## src/rtl/cv32e40p_rf_recovery_ctrl.sv

```systemverilog
// Register-file / PC recovery sequencer for cv32e40p: setback, shadow RF copy two regs per cycle, PC replay.
// Define CV32E40P_RECOVERY_FP_EN to also restore the FP registers (addresses 32..63).
module cv32e40p_rf_recovery_ctrl #(
  parameter int unsigned SETBACK_CYCLES = 2
) (
  input  logic        clk_i,
  input  logic        rst_ni,
  input  logic        start_i,
  input  logic [31:0] backup_program_counter_i,
  input  logic        backup_branch_i,
  input  logic [31:0] backup_branch_addr_i,
  output logic [5:0]  shadow_raddr_a_o,
  output logic [5:0]  shadow_raddr_b_o,
  input  logic [31:0] shadow_rdata_a_i,
  input  logic [31:0] shadow_rdata_b_i,
  output logic        setback_o,
  output logic        recover_o,
  output logic        regfile_we_a_o,
  output logic        regfile_we_b_o,
  output logic [5:0]  regfile_waddr_a_o,
  output logic [5:0]  regfile_waddr_b_o,
  output logic [31:0] regfile_wdata_a_o,
  output logic [31:0] regfile_wdata_b_o,
  output logic        pc_recover_o,
  output logic [31:0] recovery_program_counter_o,
  output logic        recovery_branch_o,
  output logic [31:0] recovery_branch_addr_o,
  output logic        busy_o,
  output logic        done_o
);

`ifdef CV32E40P_RECOVERY_FP_EN
  localparam int unsigned NREG = 64;
`else
  localparam int unsigned NREG = 32;
`endif
  localparam int unsigned NPAIR = NREG / 2;
  localparam int unsigned PW    = $clog2(NPAIR);

  localparam logic [2:0] IDLE    = 3'd0;
  localparam logic [2:0] SETBACK = 3'd1;
  localparam logic [2:0] RESTORE = 3'd2;
  localparam logic [2:0] DRAIN   = 3'd3;
  localparam logic [2:0] PC      = 3'd4;
  localparam logic [2:0] DONE    = 3'd5;

  logic [2:0]    state_reg, state_next;
  logic [3:0]    cnt_reg;
  logic [PW-1:0] pair_reg;
  logic [31:0]   pc_reg;
  logic          branch_reg;
  logic [31:0]   branch_addr_reg;
  logic          wr_valid_reg;
  logic [5:0]    wr_addr_a_reg, wr_addr_b_reg;
  logic [5:0]    raddr_a, raddr_b;
  logic          last_pair;

  assign last_pair = (pair_reg == PW'(NPAIR - 1));

  // Pair p reads registers 2p and 2p+1; with NREG=32 bit 5 is zero by construction.
  always_comb begin
    raddr_a = 6'd0;
    raddr_b = 6'd0;
    if (state_reg == RESTORE) begin
      raddr_a = 6'({pair_reg, 1'b0});
      raddr_b = 6'({pair_reg, 1'b1});
    end
  end

  always_comb begin
    state_next = state_reg;
    case (state_reg)
      IDLE:    if (start_i) state_next = SETBACK;
      SETBACK: if (cnt_reg == 4'd0) state_next = RESTORE;
      RESTORE: if (last_pair) state_next = DRAIN;
      DRAIN:   state_next = PC;
      PC:      state_next = DONE;
      DONE:    state_next = IDLE;
      default: state_next = IDLE;
    endcase
  end

  always_ff @(posedge clk_i or negedge rst_ni) begin
    if (!rst_ni) begin
      state_reg       <= IDLE;
      cnt_reg         <= 4'd0;
      pair_reg        <= '0;
      pc_reg          <= 32'd0;
      branch_reg      <= 1'b0;
      branch_addr_reg <= 32'd0;
      wr_valid_reg    <= 1'b0;
      wr_addr_a_reg   <= 6'd0;
      wr_addr_b_reg   <= 6'd0;
    end else begin
      state_reg <= state_next;
      case (state_reg)
        IDLE: begin
          if (start_i) begin
            pc_reg          <= backup_program_counter_i;
            branch_reg      <= backup_branch_i;
            branch_addr_reg <= backup_branch_addr_i;
            cnt_reg         <= 4'(SETBACK_CYCLES - 1);
          end
        end
        SETBACK: begin
          cnt_reg <= cnt_reg - 4'd1;
          if (cnt_reg == 4'd0) pair_reg <= '0;
        end
        RESTORE: pair_reg <= pair_reg + 1'b1;
        default: ;
      endcase
      // Shadow data arrives one cycle after the address, so the write address is delayed to match.
      wr_valid_reg  <= (state_reg == RESTORE);
      wr_addr_a_reg <= raddr_a;
      wr_addr_b_reg <= raddr_b;
    end
  end

  assign shadow_raddr_a_o  = raddr_a;
  assign shadow_raddr_b_o  = raddr_b;
  assign regfile_we_a_o    = wr_valid_reg && (wr_addr_a_reg != 6'd0);
  assign regfile_we_b_o    = wr_valid_reg;
  assign regfile_waddr_a_o = wr_valid_reg ? wr_addr_a_reg : 6'd0;
  assign regfile_waddr_b_o = wr_valid_reg ? wr_addr_b_reg : 6'd0;
  assign regfile_wdata_a_o = wr_valid_reg ? shadow_rdata_a_i : 32'd0;
  assign regfile_wdata_b_o = wr_valid_reg ? shadow_rdata_b_i : 32'd0;

  // Core stays in setback until the PC has been replayed so it never runs on a partial RF.
  assign setback_o    = (state_reg == SETBACK) || (state_reg == RESTORE) ||
                        (state_reg == DRAIN)   || (state_reg == PC);
  assign recover_o    = (state_reg == RESTORE) || (state_reg == DRAIN) || (state_reg == PC);
  assign pc_recover_o = (state_reg == PC);
  assign busy_o       = (state_reg != IDLE);
  assign done_o       = (state_reg == DONE);

  assign recovery_program_counter_o = pc_reg;
  assign recovery_branch_o          = branch_reg;
  assign recovery_branch_addr_o     = branch_addr_reg;

endmodule

```

## config.mk

```make
export PLATFORM = sky130hd
export DESIGN_NAME = cv32e40p_rf_recovery_ctrl
export DESIGN_NICKNAME = d
export VERILOG_FILES = /design/src/rtl/cv32e40p_rf_recovery_ctrl.sv
export SDC_FILE = /design/constraint.sdc
export NUM_CORES = 1
export LEC_CHECK = 0
export CORE_MARGIN = 10
export CORE_UTILIZATION = 36
export DETAILED_ROUTE_END_ITERATION = 16
export HOLD_SLACK_MARGIN = 0.03
export PLACE_DENSITY = 0.86
export SLEW_MARGIN = 20
export SYNTH_ARGS = -nofsm -noshare
export SYNTH_HDL_FRONTEND = slang
export SYNTH_SLANG_ARGS = --single-unit
export TNS_END_PERCENT = 50
```

## constraint.sdc

```tcl
create_clock -name clk_i -period 3.2 [get_ports clk_i]
set_clock_uncertainty 0.2 [all_clocks]
set_input_delay 0.64 -clock clk_i [delete_from_list [all_inputs] [get_ports clk_i]]
set_output_delay 0.64 -clock clk_i [all_outputs]
set_load 0.1 [all_outputs]
```

==> results of run 1 <==
-- critical path, delay by kind of cell, from the launching register on --
kind,cells,cell delay (ns)
flops,1,0.57
simple gates,2,0.77
buf+inv,1,0.19
-- cells by family (layout without fill, tap and decap cells) --
family	Yosys count	count (layout)	synth area share (%)
flops	81	81	53.77
mux	67	67	19.95
other cells	1	9	0.09947
xor+xnor	3	3	0.6971
fa+ha+maj	3	3	0.9958
compound gates	10	10	1.659
simple gates	99	99	17.06
buf+inv	37	312	5.775
-- cells in the final DEF (no fill, tap or decap), types with 4 or more instances in the layout --
master / Yosys / final
mux2_2: 57 / 57
and2_2: 0 / 4
clkbuf_8: 0 / 10
buf_12: 0 / 84
and2_1: 72 / 68
clkdlybuf4s50_1: 0 / 130
nor2_1: 5 / 5
dfrtp_1: 81 / 81
mux2_1: 8 / 8
inv_1: 5 / 5
conb_1: 1 / 6
buf_4: 17 / 75
-- layout make-up --
class	instances	area (um2)	share of cell area, %
Timing Repair Buffer	291	3583	47.25
Sequential cell	81	2027	26.73
Clock inverter	6	90.09	1.188
Clock buffer	10	137.6	1.815
Antenna cell	3	7.507	0.09899
Inverter	5	18.77	0.2475
Tap cell	136	170.2	2.244
Multi-Input combinational cell	188	1549	20.43
-- repair_timing --
action                     4_1_cts  5_1_grt
hold endpoints to repair         0        5
hold buffers                     0        1
setup endpoints to repair        0        0
-- routing by layer --
metal	routed length (um)	track usage [%]
met5	0	0
met4	372	6.922
met3	1869	10.51
met2	8157	34.56
met1	4910	18.00
-- synth_stat cells, drive strengths merged --
| master | n |
|---|---|
| mux2i | 2 |
| and3 | 2 |
| a41oi | 1 |
| a211oi | 1 |
| or3 | 3 |
| o41a | 1 |
| nand4 | 1 |
| xnor2 | 3 |
| and2 | 72 |
| dfrtp | 81 |
| mux2 | 65 |
| o21ai | 4 |
| or3b | 3 |
| conb | 1 |
| inv | 5 |
| nand2b | 2 |
| ha | 3 |
| nor4b | 1 |
| nor4 | 1 |
| nor4bb | 1 |
| nand3b | 1 |
| a21oi | 3 |
| nor2 | 5 |
| nor3 | 1 |
| nand3 | 1 |
| clkbuf | 8 |
| nor3b | 2 |
| buf | 24 |
| nand2 | 3 |
-- per-stage QoR --
| stage | hold slack (ns) | cell area, um2 | cells |
|---|---|---|---|
| 3_5_place_dp | 0.2706 | 7311 | 699 |
| 6_report | 0.2777 | 7584 | 720 |
| 2_1_floorplan | 0.1444 | 3794 | 306 |
| 4_1_cts | 0.2762 | 7538 | 715 |
| 3_3_place_gp | 0.2652 | 7311 | 699 |
| 5_1_grt | 0.3190 | 7584 | 720 |
-- path summary, 6_finish.rpt --
| path | end | slack, ns | cells past startpoint |
|---|---|---|---|
| max | shadow_raddr_a_o[1] | 0.46 | 3 |
| max in group asynchronous | wr_addr_a_reg[4] | 1.62 | 3 |
| min | cnt_reg[3] | 0.28 | 1 |
| min in group asynchronous | recovery_program_counter_o[18] | 0.59 | 2 |
| max reg2reg | recovery_branch_addr_o[10] | 1.11 | 3 |
| min reg2reg | cnt_reg[3] | 0.28 | 1 |
==> run_results.csv, run 1 <==
group,metric,value,unit
worst_setup_path,crit_start,"state_reg[2]",
die,start_util,36.68,%
run,drv_cap,0,
global_route,antenna_found_initial,3,
global_route,grt_use_total,19.20,%
sta,final-hold-violation-count,0,
die,fp.dieW,122.3,um
die,ios,292,
worst_setup_path,critical_path.max_stage_delay,0.57,ns
clock_tree,cts_resized,0,
clock_tree,cts_tree,"yes",
die,core,0.01028,mm2
clock_tree,h-tree-depth,3,
worst_setup_path,crit_arrival,1.90,ns
clock_tree,postCtsSetupBuffers,0,
clock_tree,path_clk_slew,0.09,ns
worst_setup_path,critPathKind,"reg2out",
sta,rsz0062_at_grt,"false",
sta,relSlewSlack,65.87,%
clock_tree,cts_root_buf,"clkbuf_8",
synth,synth_area,0.003770,mm2
final_layout,nFillCells,656,
synth,synth_cell_types,34,
sta,worst_slew_pin_slew,0.5120,ns
worst_setup_path,cp_slowest_cell,"dfrtp_1",
sta,layout_setup_ws,0.4612,ns
drt,drt_wl_total,15.31,mm
synth,yosys-top-cells-area,"dfrtp_1 (54%), mux2_2 (17%), and2_1 (12%)",
worst_setup_path,worstSetupStartpointType,"flop",
worst_setup_path,cp_cell_sequence,"nor3b_4 -> and2_2 -> buf_12",
synth,ys_ff_latch,81,
worst_setup_path,rr_startpoint,"state_reg[2]",
die,dieArea,0.01496,mm2
global_route,gr-total-overflow,0,
clock_tree,clk_latency,0.35,ns
final_layout,finalNetCount,711,
place,hpwl,13.03,mm
worst_setup_path,crit_path_max_fanout,13,
sta,slew_viol_final,0,
synth,ys_seq_area_share,53.77,%
worst_setup_path,worstPathRequired,2.36,ns
global_route,grt_pass1_wl,21.88,mm
place,port_buffers,285,
global_route,grt_max_degree,82,
synth,yosys.area.top_type,"dfrtp_1",
drt,first_iter_violations,96,
sta,tns,0,ns
worst_setup_path,end_kind,"output pin",
synth,yosys_warnings,0,
synth,syn_avg_cell_area,12.52,um2
clock_tree,clk_path_buf_depth,2,
sta,fmax,0.3651,GHz
final_layout,area_growth,101.2,%
place,routabilityCongestion,0.9188,
drt,drc,0,
drt,postRouteAntennaNets,0,
run_status,status,"finished, final reports clean",
worst_hold_path,min_path_type,"reg2reg",
worst_hold_path,worstHoldStart,"cnt_reg[3]",
final_layout,post-route-util,73.79,%
die,std_cell_rows,37,
place,dp_slack,0.7290,ns
sta,post-route-period-util,85.59,%
sta,period_minus_slack,2.739,ns
sta,finalSetupViolCount,0,
final_layout,drive_above_1_share,41.65,%
global_route,grt_pass1_vias,3639,
clock_tree,cts_made_buffers,9,
drt,dr_total_vias,3349,
drt,drtPass1Iterations,4,
drt,wl_per_cell,21.26,um
drt,vias_per_cell,4.651,
die,dieHeight,122.3,um
clock_tree,clock-sinks,81,
synth,synth_top_area_share,53.77,%
synth,synthCells,301,
Power of run 1 is not shown: default switching activity piles up to over one toggle a cycle in this logic, so the estimate is an artifact.
==> run 2, diff against run 1 <==
SLEW_MARGIN = not set   (was 20)
==> run 2 against run 1 <==
  * Core utilization is 0.37 points lower
  * Sequential share of layout area is 0.13 points higher
  * Sequential cell count stayed put
  * Worst setup slack better by 0.0022 ns
  * Cell area is 0.49% lower
  * Routed wire length is 1.1% lower
  * Register-to-register slack hardly changed
  * Final cell count is 0.28% lower
  * Die area stayed put
==> run_results.csv, run 2 (synthesis results as in run 1) <==
group,metric,value,unit
drt,drtPass1Iterations,4,
worst_setup_path,critPathKind,"reg2out",
final_layout,post-route-util,73.42,%
final_layout,area_growth,100.2,%
run_status,status,"finished, final reports clean",
final_layout,seq_area,0.002027,mm2
clock_tree,postCtsSetupBuffers,0,
sta,rsz0062_at_grt,"false",
final_layout,multi_input_area,0.001549,mm2
run,drv_cap,0,
clock_tree,clk_latency,0.35,ns
clock_tree,cts_tree,"yes",
place,port_buffers,285,
clock_tree,cts_made_buffers,9,
worst_setup_path,worstSetupStartpointType,"flop",
final_layout,finalNetCount,709,
clock_tree,h-tree-depth,3,
worst_setup_path,r2r_setup_slack,1.12,ns
global_route,gr-total-overflow,0,
clock_tree,clock-sinks,81,
drt,wl_per_cell,21.09,um
die,dieHeight,122.3,um
die,dieArea,0.01496,mm2
die,core,0.01028,mm2
die,start_util,36.68,%
clock_tree,path_clk_slew,0.09,ns
worst_setup_path,worstPathRequired,2.36,ns
drt,vias_per_cell,4.627,
final_layout,layout_common_cells,"clkdlybuf4s50_1 (130), buf_12 (84), dfrtp_1 (81), buf_4 (75), and2_1 (68)",
sta,post-route-period-util,85.52,%
sta,relSlewSlack,34.56,%
worst_setup_path,rr_startpoint,"state_reg[2]",
drt,dr_total_vias,3322,
worst_setup_path,crit_start,"state_reg[1]",
final_layout,drive_above_1_share,41.62,%
clock_tree,cts_root_buf,"clkbuf_8",
drt,drc,0,
sta,final-hold-violation-count,0,
sta,worst_slew_pin_slew,0.9816,ns
die,ios,292,
worst_setup_path,crit_path_max_fanout,11,
global_route,antenna_found_initial,3,
global_route,grt_pass1_wl,21.88,mm
global_route,grt_use_total,19.20,%
drt,postRouteAntennaNets,0,
clock_tree,clk_path_buf_depth,2,
sta,slew_viol_final,0,
global_route,grt_pass1_vias,3639,
final_layout,mostFrequentLayoutCell,"clkdlybuf4s50_1",
die,std_cell_rows,37,
sta,period_minus_slack,2.737,ns
worst_hold_path,min_path_type,"in2async",
place,routabilityCongestion,0.9188,
place,hpwl,13.03,mm
global_route,grt_max_degree,82,
clock_tree,hold_buffers,0,
die,fp.dieW,122.3,um
clock_tree,cts_resized,0,
drt,drt_wl_total,15.14,mm
worst_setup_path,end_kind,"output pin",
sta,fmax,0.3654,GHz
final_layout,nFillCells,658,
worst_setup_path,crit_arrival,1.90,ns
drt,first_iter_violations,88,
sta,finalSetupViolCount,0,
run 2: path summary, 6_finish.rpt:
kind / endpoint / cells after the start
min in group clk_i: cnt_reg[3] / 1
min reg2reg: cnt_reg[3] / 1
max in group asynchronous: recovery_program_counter_o[3] / 1
min: recovery_program_counter_o[10] / 1
max: shadow_raddr_a_o[1] / 3
max reg2reg: recovery_branch_addr_o[10] / 3
run 2: critical path: stages (launching register included):
cell,delay [ns]
dfrtp_1,0.57
nor3b_4,0.46
and2_2,0.30
buf_12,0.19
run 2: per-layer routing:
layer,GRT usage [%],part of all wire [%]
met5,0,0
met3,10.51,12
met1,18.00,32
met2,34.56,53
met4,6.922,2.6
run 2: final cells by class:
class                           instances  share of cell area [%]
Tap cell                              136                   2.255
Antenna cell                            3                 0.09949
Clock buffer                           10                   1.824
Clock inverter                          6                   1.194
Inverter                                5                  0.2487
Sequential cell                        81                   26.86
Multi-Input combinational cell        188                   20.53
Timing Repair Buffer                  289                   46.99
run 2: stage by stage:
step	hold slack, ns	TNS, ns	area, um2	setup slack [ns]	std cells
after global routing	0.3107	0	7546	0.3366	718
after global placement	0.2652	0	7311	0.7696	699
final	0.2448	0	7546	0.4634	718
after detailed placement	0.2706	0	7311	0.7290	699
after floorplan	0.1444	-1.491	3794	-0.2625	306
after CTS	0.2762	0	7538	0.4488	715
Power of run 2 is left out for the same reason.
==> run 3, diff against run 2 <==
CORE_UTILIZATION = 30   (was 36)
PLACE_DENSITY = 0.76   (was 0.86)
SETUP_SLACK_MARGIN = 0.15   (was not set)
clock period = 2.3 ns   (was 3.2 ns; I/O delays follow)
==> run 3 against run 2 <==
  * Global-route usage down 2.5 points
  * Routed wire length down 0.19%
  * Critical path type unchanged
  * Via count up 0.63%
  * First-iteration DRC count down 6.8%
  * Critical endpoint is now shadow_raddr_b_o[1]
==> run_results.csv, run 3 (synthesis results as in run 1) <==
group,metric,value,unit
die,fp.dieW,132.1,um
drt,postRouteAntennaNets,0,
global_route,grt_max_degree,58,
drt,top_layer_used,"met4",
worst_setup_path,critical_path.max_stage_delay,0.44,ns
final_layout,mostFrequentLayoutCell,"clkdlybuf4s50_1",
clock_tree,cts_root_buf,"clkbuf_16",
clock_tree,clk_latency,0.33,ns
clock_tree,clk_path_buf_depth,2,
global_route,grt_pass1_wl,22.75,mm
worst_setup_path,worstPathRequired,1.64,ns
die,ios,292,
clock_tree,cts_made_buffers,9,
drt,vias_per_cell,4.359,
drt,drtPass1Iterations,4,
worst_setup_path,cp_cell_sequence,"nor3b_4 -> and2_4 -> buf_12",
sta,rsz0062_at_grt,"true",
sta,fmax,0.4623,GHz
place,dp_cells,735,
global_route,grt_use_total,16.70,%
run_status,status,"finished, final reports clean",
die,std_cell_rows,40,
global_route,gr-total-overflow,0,
sta,finalSetupViolCount,0,
drt,drc,0,
place,routabilityCongestion,0.7963,
place,hpwl,12.86,mm
final_layout,fin_cells,767,
place,port_buffers,285,
sta,slew_viol_final,0,
clock_tree,path_clk_slew,0.06,ns
worst_setup_path,crit_path_max_fanout,6,
sta,period_minus_slack,2.163,ns
worst_setup_path,end_kind,"output pin",
drt,wl_met3,1.466,mm
die,dieHeight,132.1,um
global_route,grt_pass1_vias,3684,
worst_setup_path,crit_arrival,1.50,ns
drt,m1WireLength,5.036,mm
global_route,antenna_found_initial,2,
final_layout,drive_above_1_share,48.41,%
die,dieArea,0.01745,mm2
drt,dr_total_vias,3343,
worst_setup_path,critPathTopFamily,"simple AND/OR/NAND/NOR gates",
worst_hold_path,min_path_type,"reg2reg",
drt,drt_wl_total,15.11,mm
final_layout,finalNetCount,727,
sta,worst_slew_pin_slew,0.5192,ns
clock_tree,clock-sinks,81,
worst_setup_path,worstSetupStartpointType,"flop",
drt,wl_per_cell,19.70,um
clock_tree,cts_tree,"yes",
clock_tree,h-tree-depth,3,
worst_setup_path,critPathKind,"reg2out",
die,core,0.01216,mm2
sta,post-route-period-util,94.04,%
final_layout,nFillCells,878,
sta,final-hold-violation-count,0,
drt,wl_met2,8.422,mm
sta,relSlewSlack,65.38,%
worst_setup_path,cp_slowest_cell,"dfrtp_2",
final_layout,layout_common_cells,"clkdlybuf4s50_1 (130), buf_12 (93), buf_4 (82), dfrtp_1 (78), mux2_2 (57)",
die,start_util,31.00,%
drt,first_iter_violations,82,
final_layout,area_growth,112.5,%
run,drv_cap,0,
worst_setup_path,cp_num_buf_inv,1,
## run 3: cell count changes in the layout (fill, tap and decap cells not counted), moves of 2 or more
cell | before | now
and2_1 | 68 | 43
buf_4 | 75 | 82
clkinvlp_4 | 0 | 2
and2_2 | 4 | 9
and2_4 | 0 | 20
clkbuf_16 | 0 | 9
clkinv_2 | 2 | 0
buf_12 | 84 | 93
clkbuf_8 | 10 | 1
dfrtp_2 | 0 | 3
dfrtp_1 | 81 | 78
## run 3: worst paths after layout
kind | depth (start not counted) | slack [ns] | to | start
worst max-delay path | 3 | 0.14 | shadow_raddr_b_o[1] | state_reg[2]
worst min-delay path | 1 | 0.29 | recovery_branch_addr_o[19] | recovery_branch_addr_o[19]
worst max register to register | 5 | 0.17 | recovery_branch_addr_o[3] | state_reg[2]
worst min register to register | 1 | 0.29 | recovery_branch_addr_o[19] | recovery_branch_addr_o[19]
max in group asynchronous | 3 | 0.80 | state_reg[2] | rst_ni
min in group asynchronous | 2 | 0.47 | recovery_program_counter_o[16] | rst_ni
## run 3: area by class of cell
| type | count | area, um2 | share of cell area [%] |
|---|---|---|---|
| Antenna cell | 2 | 5.005 | 0.06247 |
| Tap cell | 168 | 210.2 | 2.624 |
| Sequential cell | 81 | 2031 | 25.35 |
| Multi-Input combinational cell | 188 | 1642 | 20.49 |
| Inverter | 5 | 18.77 | 0.2343 |
| Clock buffer | 11 | 242.7 | 3.030 |
| Timing Repair Buffer | 307 | 3800 | 47.43 |
| Clock inverter | 5 | 62.56 | 0.7809 |
## run 3: worst register-to-register path, delay by kind of cell, from the launching register on
family / cells / cell delay, ns
DFF: 1 / 0.44
buffers and inverters: 3 / 0.57
muxes: 1 / 0.39
and+or+nand+nor: 1 / 0.43
## run 3: routing by layer
layer  up-vias  GRT usage [%]
met5         -              0
met4         0          4.388
met3        10          7.470
met2       170          32.28
met1      1601          15.29
li1       1562              -
## run 3: timing repair
action	in CTS	in global routing
hold buffers	1	0
setup buffers	9	4
pin swaps	5	3
resized for setup	4	0
hold endpoints to repair	39	0
setup endpoints to repair	69	13
## run 3: stage by stage
stage                     util [%]  TNS, ns  instance area, um2  setup WS [ns]  hold slack, ns
final                        65.87        0                8011         0.1371          0.2928
after global routing         65.87        0                8011        0.07496          0.3076
after CTS                    65.59        0                7976         0.1191          0.2955
after detailed placement     62.35        0                7582        0.02481          0.2723
after global placement       62.35        0                7582        0.05384          0.2599
after floorplan                  -   -10.10                3939        -0.6786        -0.03559
Power of run 3 is left out for the same reason.
